## src/rtl/data_cache_if.sv

```systemverilog
// Load/store port and backing-memory handshake for data_cache.
// slave is the cache's view; master is the datapath/memory side.
interface data_cache_if #(
    parameter int NBITS = 8
) ();
    logic             MemRead;
    logic             MemWrite;
    logic [NBITS-1:0] Address;
    logic [NBITS-1:0] WriteData;
    logic             flush;
    logic [NBITS-1:0] ReadData;
    logic             busy;
    logic             mem_req;
    logic             mem_we;
    logic [NBITS-1:0] mem_addr;
    logic [NBITS-1:0] mem_wdata;
    logic             mem_ack;
    logic [NBITS-1:0] mem_rdata;

    modport slave (
        input  MemRead, MemWrite, Address, WriteData, flush,
        input  mem_ack, mem_rdata,
        output ReadData, busy,
        output mem_req, mem_we, mem_addr, mem_wdata
    );

    modport master (
        output MemRead, MemWrite, Address, WriteData, flush,
        output mem_ack, mem_rdata,
        input  ReadData, busy,
        input  mem_req, mem_we, mem_addr, mem_wdata
    );
endinterface

```

## src/rtl/data_cache.sv

```systemverilog
// Direct-mapped write-through, no-write-allocate data cache.
// Stalls the controller via busy while a fill or store is in flight.
module data_cache #(
    parameter int NBITS  = 8,
    parameter int NLINES = 8
) (
    input  logic        clock,
    input  logic        reset,
    data_cache_if.slave bus,
    output logic [7:0]  hits,
    output logic [7:0]  misses
);
    localparam int IDX = $clog2(NLINES);
    localparam int TAG = NBITS - IDX;

    typedef enum logic [1:0] {IDLE, FILL, WRITE} state_t;

    state_t state_q, state_d;

    logic [NLINES-1:0] valid_q;
    logic [TAG-1:0]    tag_q  [NLINES];
    logic [NBITS-1:0]  data_q [NLINES];
    logic [NBITS-1:0]  rd_q;
    logic              flush_pend;

    logic [IDX-1:0] idx;
    logic [TAG-1:0] tag;
    logic [IDX-1:0] m_idx;
    logic           hit;
    logic           rd_req;
    logic           wr_req;
    logic           read_hit;
    logic           done;

    assign idx      = bus.Address[IDX-1:0];
    assign tag      = bus.Address[NBITS-1:IDX];
    assign m_idx    = bus.mem_addr[IDX-1:0];
    assign hit      = valid_q[idx] && (tag_q[idx] == tag);
    assign rd_req   = bus.MemRead && !bus.MemWrite;
    assign wr_req   = bus.MemWrite;
    // a same-cycle flush wins over the lookup
    assign read_hit = rd_req && hit && !bus.flush;
    assign done     = (state_q != IDLE) && bus.mem_ack;

    always_ff @(posedge clock or posedge reset) begin
        if (reset) state_q <= IDLE;
        else       state_q <= state_d;
    end

    always_comb begin
        state_d = state_q;
        unique case (state_q)
            IDLE: begin
                if (wr_req)                 state_d = WRITE;
                else if (rd_req && !read_hit) state_d = FILL;
            end
            FILL, WRITE: if (bus.mem_ack) state_d = IDLE;
            default: state_d = IDLE;
        endcase
    end

    always_comb begin
        bus.busy     = 1'b0;
        bus.ReadData = rd_q;
        unique case (state_q)
            IDLE: begin
                if (wr_req) bus.busy = 1'b1;
                else if (rd_req) begin
                    if (read_hit) bus.ReadData = data_q[idx];
                    else          bus.busy     = 1'b1;
                end
            end
            FILL: begin
                bus.busy = !bus.mem_ack;
                if (bus.mem_ack) bus.ReadData = bus.mem_rdata;
            end
            WRITE: bus.busy = !bus.mem_ack;
            default: bus.busy = 1'b0;
        endcase
    end

    always_ff @(posedge clock or posedge reset) begin
        if (reset) begin
            valid_q       <= '0;
            rd_q          <= '0;
            flush_pend    <= 1'b0;
            bus.mem_req   <= 1'b0;
            bus.mem_we    <= 1'b0;
            bus.mem_addr  <= '0;
            bus.mem_wdata <= '0;
            hits          <= '0;
            misses        <= '0;
        end else if (state_q == IDLE) begin
            if (bus.flush) valid_q <= '0;
            if (wr_req) begin
                bus.mem_req   <= 1'b1;
                bus.mem_we    <= 1'b1;
                bus.mem_addr  <= bus.Address;
                bus.mem_wdata <= bus.WriteData;
            end else if (rd_req) begin
                if (read_hit) begin
                    rd_q <= data_q[idx];
                    if (hits != 8'hFF) hits <= hits + 8'd1;
                end else begin
                    bus.mem_req  <= 1'b1;
                    bus.mem_we   <= 1'b0;
                    bus.mem_addr <= bus.Address;
                    if (misses != 8'hFF) misses <= misses + 8'd1;
                end
            end
        end else if (done) begin
            bus.mem_req <= 1'b0;
            if (state_q == FILL) begin
                valid_q[m_idx] <= 1'b1;
                rd_q           <= bus.mem_rdata;
            end
            // deferred flush lands after the fill, leaving that line invalid
            if (flush_pend || bus.flush) valid_q <= '0;
            flush_pend <= 1'b0;
        end else if (bus.flush) begin
            flush_pend <= 1'b1;
        end
    end

    always_ff @(posedge clock) begin
        if (state_q == IDLE && wr_req && hit) begin
            data_q[idx] <= bus.WriteData;
        end else if (state_q == FILL && bus.mem_ack) begin
            tag_q[m_idx]  <= bus.mem_addr[NBITS-1:IDX];
            data_q[m_idx] <= bus.mem_rdata;
        end
    end
endmodule

```

## src/flat_wrapper.sv

```systemverilog
// flat-port wrapper written by rule: the top's interface ports become plain ports
module data_cache_flat 
#(
    parameter int NBITS  = 8,
    parameter int NLINES = 8
)
  (clock, reset, hits, misses, bus_MemRead, bus_MemWrite, bus_Address, bus_WriteData, bus_flush, bus_mem_ack, bus_mem_rdata, bus_ReadData, bus_busy, bus_mem_req, bus_mem_we, bus_mem_addr, bus_mem_wdata);
  data_cache_if #(.NBITS(NBITS)) bus_i ();
  input  logic clock;
  input  logic reset;
  output logic [7:0] hits;
  output logic [7:0] misses;
  input wire logic [$bits(bus_i.MemRead)-1:0] bus_MemRead;
  input wire logic [$bits(bus_i.MemWrite)-1:0] bus_MemWrite;
  input wire logic [$bits(bus_i.Address)-1:0] bus_Address;
  input wire logic [$bits(bus_i.WriteData)-1:0] bus_WriteData;
  input wire logic [$bits(bus_i.flush)-1:0] bus_flush;
  input wire logic [$bits(bus_i.mem_ack)-1:0] bus_mem_ack;
  input wire logic [$bits(bus_i.mem_rdata)-1:0] bus_mem_rdata;
  output wire logic [$bits(bus_i.ReadData)-1:0] bus_ReadData;
  output wire logic [$bits(bus_i.busy)-1:0] bus_busy;
  output wire logic [$bits(bus_i.mem_req)-1:0] bus_mem_req;
  output wire logic [$bits(bus_i.mem_we)-1:0] bus_mem_we;
  output wire logic [$bits(bus_i.mem_addr)-1:0] bus_mem_addr;
  output wire logic [$bits(bus_i.mem_wdata)-1:0] bus_mem_wdata;
  assign bus_i.MemRead = bus_MemRead;
  assign bus_i.MemWrite = bus_MemWrite;
  assign bus_i.Address = bus_Address;
  assign bus_i.WriteData = bus_WriteData;
  assign bus_i.flush = bus_flush;
  assign bus_i.mem_ack = bus_mem_ack;
  assign bus_i.mem_rdata = bus_mem_rdata;
  assign bus_ReadData = bus_i.ReadData;
  assign bus_busy = bus_i.busy;
  assign bus_mem_req = bus_i.mem_req;
  assign bus_mem_we = bus_i.mem_we;
  assign bus_mem_addr = bus_i.mem_addr;
  assign bus_mem_wdata = bus_i.mem_wdata;
  data_cache #(.NBITS(NBITS), .NLINES(NLINES)) u_core (.clock(clock), .reset(reset), .bus(bus_i), .hits(hits), .misses(misses));
endmodule
```

## config.mk

```make
export PLATFORM = sky130hd
export DESIGN_NAME = data_cache_flat
export DESIGN_NICKNAME = d
export VERILOG_FILES = /design/src/rtl/data_cache_if.sv /design/src/rtl/data_cache.sv /design/src/flat_wrapper.sv
export SDC_FILE = /design/constraint.sdc
export NUM_CORES = 1
export LEC_CHECK = 0
export ABC_AREA = 1
export BUFFER_PORTS_ARGS = -buffer_cell sky130_fd_sc_hd__buf_2
export CORE_MARGIN = 4
export CORE_UTILIZATION = 59
export CTS_CLUSTER_DIAMETER = 60
export CTS_CLUSTER_SIZE = 30
export DETAILED_ROUTE_END_ITERATION = 10
export GPL_TIMING_DRIVEN = 1
export PLACE_DENSITY = 0.8
export SLEW_MARGIN = 0
export SYNTH_ARGS = -nofsm -noshare
export SYNTH_HDL_FRONTEND = slang
export SYNTH_SLANG_ARGS = --single-unit
export TNS_END_PERCENT = 30
```

## constraint.sdc

```tcl
create_clock -name clock -period 3.62 [get_ports clock]
set_input_delay 0.724 -clock clock [delete_from_list [all_inputs] [get_ports clock]]
set_output_delay 0.724 -clock clock [all_outputs]
set_load 0.01 [all_outputs]
```

# After elaboration in Yosys (flattened, before gate mapping)

Memories as Yosys holds them, arrays and structs flattened.
Cells that the tools add are included.

Add/sub/neg operators: 2
Magnitude comparators: 3
Eq/ne operators: 11
Muxes and demuxes: 46
Bitwise gates (word level): 4
Reductions and logical operators: 33

Operators with widths:

| operator            | count |
|---|---|
| $mux 8              | 16 |
| $mux 1              | 21 |
| $add 8x1->8 const B | 2 |
| $ne 8x8->1 const B  | 2 |
| $pmux 8 s2          | 1 |
| $logic_and 1x1->1   | 10 |
| $reduce_and 5->1    | 2 |
| $reduce_bool 2->1   | 5 |
| $reduce_and 3->1    | 3 |
| $lt 3x4->1 const B  | 2 |
| $or 8x8->8          | 1 |
| $reduce_and 2->1    | 4 |
| $reduce_or 8->1     | 1 |
| $mux 2              | 3 |
| $ne 3x2->1 const B  | 2 |
| $eq 5x5->1          | 1 |
| $logic_not 1->1     | 4 |
| $ne 2x2->1 const B  | 2 |
| $pmux 2 s2          | 1 |
| $bmux 1 s3          | 1 |
| $demux 1 s3         | 1 |
| $ge 3x1->1 const B  | 1 |
| $mux 3              | 1 |
| $ne 3x3->1 const B  | 1 |
| 9 further kinds     | 11 |

Flip-flop bits (word level): 53
Bits in writable memories: 104
Bits of input ports: 30
Output and inout port bits: 43
Logic and storage cells: 111
Memories: 2

Memories:

| name          | depth | width | read ports | clocked after Yosys merged registers in | wr ports | line             | RTL |
|---|---|---|---|---|---|---|---|
| u_core.data_q | 8     | 8     | 1          | 0                                       | 1        | data_cache.sv:22 | `logic [NBITS-1:0] data_q [NLINES];` |
| u_core.tag_q  | 8     | 5     | 1          | 0                                       | 1        | data_cache.sv:21 | `logic [TAG-1:0] tag_q [NLINES];` |

# Longest topological paths before layout

Word-level depth: 10
Depth in mapped cells: 18
Depth with buffers taken out: 16

# Worst setup path before layout

OpenSTA, ideal clock, no wires.

Path type: input-to-output
From: input port bus_Address[2]
To: output port bus_busy
Arrival time: 2.204 ns
Required time: 2.896 ns
Slack: 0.692 ns
Stages on the path: 11
Buffers on the path: 3
Cells stage by stage: buf_2 -> clkinv_1 -> nand3_1 -> nand3_1 -> nand2_1 -> nor2_2 -> buf_4 -> nand3_2 -> o211ai_2 -> buf_4 -> a21oi_1

Longest elaborated chain between the ends: 9
Elaborated cells between the ends (all ways): 11
Those cells by class: 1 x eq/ne; 6 x mux; 3 x reduce/logical; 1 x memory

Ends and longest elaborated chain:

| item                                             | line               | RTL |
|---|---|---|
| start: declaration                               | flat_wrapper.sv:15 | `input wire logic [$bits(bus_i.Address)-1:0] bus_Address;` |
| $mem_v2 8x5 / $bmux 1 s3 (equally long branches) | -                  |  |
| $eq 5x5->1 / $mux 1 (equally long branches)      | data_cache.sv:38   | `assign hit = valid_q[idx] && (tag_q[idx] == tag);` |
| $logic_and 1x1->1 *                              | data_cache.sv:38   |  |
| $logic_and 1x1->1 * (2 in series)                | data_cache.sv:42   | `assign read_hit = rd_req && hit && !bus.flush;` |
| $mux 1 *                                         | data_cache.sv:69   | `if (read_hit) bus.ReadData = data_q[idx];` |
| $mux 1 *                                         | data_cache.sv:68   | `else if (rd_req) begin` |
| $mux 1 *                                         | data_cache.sv:67   | `if (wr_req) bus.busy = 1'b1;` |
| $pmux 1 s2 *                                     | data_cache.sv:65   | `unique case (state_q)` |
| end: declaration                                 | flat_wrapper.sv:21 | `output wire logic [$bits(bus_i.busy)-1:0] bus_busy;` |

Mark *: on every way between the ends. The rest lies on a longest branch, timed or not. The select of a mux whose other input is x is not followed.

# Final worst setup path

From: input port bus_Address[0]
To: output port bus_ReadData[3]

Longest elaborated chain between the ends: 9
Elaborated cells between the ends (all ways): 12
Those cells by class: 1 x eq/ne; 6 x mux; 3 x reduce/logical; 2 x memory

Ends and longest elaborated chain:

| item                                             | line               | RTL |
|---|---|---|
| $mem_v2 8x5 / $bmux 1 s3 (equally long branches) | -                  |  |
| $eq 5x5->1 / $mux 1 (equally long branches)      | data_cache.sv:38   |  |
| $logic_and 1x1->1                                | data_cache.sv:38   |  |
| $logic_and 1x1->1 (2 in series)                  | data_cache.sv:42   |  |
| $mux 8 *                                         | data_cache.sv:69   |  |
| $mux 8 * (2 in series)                           | -                  |  |
| $pmux 8 s2 *                                     | data_cache.sv:65   |  |
| end: declaration                                 | flat_wrapper.sv:20 | `output wire logic [$bits(bus_i.ReadData)-1:0] bus_ReadData;` |

Marked as above.

==> flow_summary.yaml <==
status:
  status: "completed"
setup_path:
  reg2reg_slack_ns: 0.96
  cp-end-kind: "output port"
  cp_common_cell: "nand2_1"
  crit_chain: "buf_2 > clkinv_2 > nand2_1 > nand3_1 > nand3_1 > nand2_1 > nand2_1 > nand2_1 > nor2_2 > buf_4 > nand4_1 > nand3_1 > nand2_1 > buf_2"
  cp-start-kind: "primary input"
  crit_path_end: "bus_ReadData[3]"
  r2r_cells: 7
  crit_path_start: "bus_Address[0]"
  r2r_end: "u_core.data_q[5][5]"
  worst_ep_required_time_ns: 2.90
  r2r-start: "u_core.state_q[1]"
  crit_fanout: 24
  crit_type: "in -> out"
  cp.arrival_ns: 2.70
  max_stage_delay_ns: 0.33
  cp_slowest_cell: "nor2_2"
grt:
  grt_first_pass_wirelength_um: 29200
  grt_start_max_net_pins: 35
  grt_pass1_vias: 5875
  antenna_found_initial: 0
  grt_use_met1: 0.324
  use_met3: 0.0476
  top_usage_layer: "met2"
  grt_use_total: 0.259
  grtUsageMet2: 0.448
  overflow: 0
synth:
  synthesis.area_um2: 7530
  synthArstFlopShare: 0.338
  netlist_instances: 833
  synth_top_flop_cell: "edfxtp_1"
  avgSynthCellArea_um2: 9.04
  synthTopCellsByArea: "edfxtp_1, dfrtp_1, nand2_1"
  synth_top_area_cell: "edfxtp_1"
  synth_edf_count: 104
  ys_seq_area_frac: 0.591
  ys_seq_elements: 157
  synth_common_cells: "nand2_1, edfxtp_1, inv_1, nand3_1, dfrtp_1"
  synth_cell_types: 32
  synth_top_cell_area_share: 0.415
  post-synth-top-count-cell: "nand2_1"
  ys_warn_count: 0
  synth_fp_nets: 868
timing:
  whs_ns: 0.414
  worstMarginPinSlew_ns: 0.919
  fin_skew_ns: 0.00860
  slew_violations: 0
  final_hold_viol_count: 0
  final.min_clock_period_ns: 3.42
  finalSetupViolations: 0
  setup_ws_ns: 0.196
  slew_headroom: 0.381
  rsz0062_at_grt: "false"
  finalCritPeriodShare: 0.946
  fmax_mhz: 292
  setup_tns_ns: 0
clock_network:
  cts_buffers: 17
  clock_sinks: 157
  clk_latency_ns: 0.43
  htree_levels: 4
  cts_root_buffer: "clkbuf_16"
  cts_buffer_depth: 2
  hold_buffers: 0
  cts_tree: "yes"
  clkTransAtPathRegs_ns: 0.06
finish:
  fillers: 926
  diodes: 0
  drive_gt1_frac: 0.156
  syn_to_final_growth_pct: 16.8
  nets: 951
  final_util: 0.700
floorplanning:
  ios: 73
  die_area_um2: 14600
  coreArea_um2: 12600
  rows: 41
  die_w_um: 121
  start_util: 0.599
  fp.dieH_um: 121
power_and_ir_drop:
  intPower_uw: 4090
  peakVddDrop_mv: 0.497
  p_leak_uw: 0.00405
  combPwrFrac: 0.262
  power.density_nw_per_um2: 695
  power.share.switching: 0.331
  clkPwrFrac: 0.316
  sequentialPowerShare: 0.422
  switchingPower_uw: 2020
hold_path:
  min_path_type: "in -> async"
drt:
  wl_per_cell_um: 16.3
  drt-vias-per-instance: 5.47
  drt_pass1_iterations: 6
  totalWireLength_um: 17900
  drt_first_iter_violations: 627
  drtAntennaViolNets: 0
  num_vias: 6024
  drc: 0
job:
  drv_cap: 0
place:
  place.gp.congestion: 0.892
  dpl.hpwl_um: 11900
  port_buffers: 72
  place_ws_ns: 0.245
==> layout by cell type, fill, tap and decap left out, types with 2 or more instances in the layout <==
master,count
xnor2_1,6
nand2_2,3
clkinv_1,2
buf_2,72
ha_1,5
clkbuf_16,17
nor2_1,41
dfrtp_1,53
clkinv_2,3
xor2_1,6
a21oi_1,49
o21ai_1,3
nor2_4,2
nor2_2,4
inv_2,2
edfxtp_1,104
o21ai_0,42
clkbuf_1,3
nand3b_1,2
a22o_1,8
nand2_1,254
bufinv_16,5
nor3_1,3
nand4_1,16
buf_4,27
a31oi_1,2
nand3_1,86
clkinvlp_4,3
inv_1,97
==> critical path: cells and delay by family <==
kind | cells | cell delay, ns
buf+inv | 4 | 0.77
simple gates | 10 | 1.19
==> power groups by stage <==
stage	sequential, uW	combinational, uW	clock [uW]
6_report	2580	1600	1930
5_1_grt	2610	1820	2020
4_1_cts	2570	1600	1940
3_5_place_dp	2600	1580	0
3_3_place_gp	2600	1550	0
2_1_floorplan	2550	1030	0
==> cell type report <==
class | count | area, um^2 | share of cell area
Clock buffer | 21 | 450 | 0.0512
Clock inverter | 11 | 191 | 0.0218
Inverter | 102 | 384 | 0.0437
Multi-Input combinational cell | 539 | 2540 | 0.289
Sequential cell | 157 | 4450 | 0.506
Tap cell | 172 | 215 | 0.0245
Timing Repair Buffer | 99 | 563 | 0.0640
==> kinds of logic (layout without fill, tap and decap cells) <==
kind of cell	Yosys count	after routing	share of synthesized area
and+or+nand+nor	416	416	0.238
DFF	157	157	0.591
buffers and inverters	137	233	0.0726
AOI/OAI and AO/OA	106	106	0.0761
xor gates and xnor gates	12	12	0.0140
adders and majority gates	5	5	0.00831
==> flip-flops by register name (all words and copies together) (netlist names) <==
name,count
u_core.bus.mem_addr,8
u_core.bus.mem_req,1
u_core.bus.mem_wdata,8
u_core.bus.mem_we,1
u_core.data_q,64
u_core.flush_pend,1
u_core.hits,8
u_core.misses,8
u_core.rd_q,8
u_core.state_q,2
u_core.tag_q,40
u_core.valid_q,8
==> per-stage QoR <==
step                      power (uW)  std cells  cell area, um^2
after floorplan                 3580        833             7530
after global placement          4160       1069             8150
after detailed placement        4190       1069             8150
after CTS                       6120       1101             8790
after global routing            6460       1101             8800
final                           6110       1101             8800
==> per-layer routing <==
metal  up-vias  wire length (um)
met1      2844              7260
met2       231              9200
met3        40              1030
met4         0               421
li1       2909                 -
met5         -                 0
==> worst min-delay path by stage <==
stage / startpoint / slack, ns / depth (start not counted) / endpoint
2_1_floorplan: u_core.valid_q[1] / 0.46 / 2 / u_core.valid_q[1]
3_3_place_gp: u_core.bus.mem_we / 0.45 / 2 / u_core.bus.mem_we
3_5_place_dp: u_core.bus.mem_wdata[7] / 0.46 / 2 / u_core.bus.mem_wdata[7]
4_1_cts: reset / 0.43 / 2 / u_core.hits[2]
5_1_grt: reset / 0.47 / 2 / u_core.bus.mem_wdata[7]
6_report: reset / 0.41 / 2 / u_core.misses[6]
==> what timing repair did <==
item,in CTS,in global routing
resized for setup,0,2
setup endpoints to repair,0,5
buffers inserted,0,0
No activity file was read; power rests on OpenSTA's default activity.
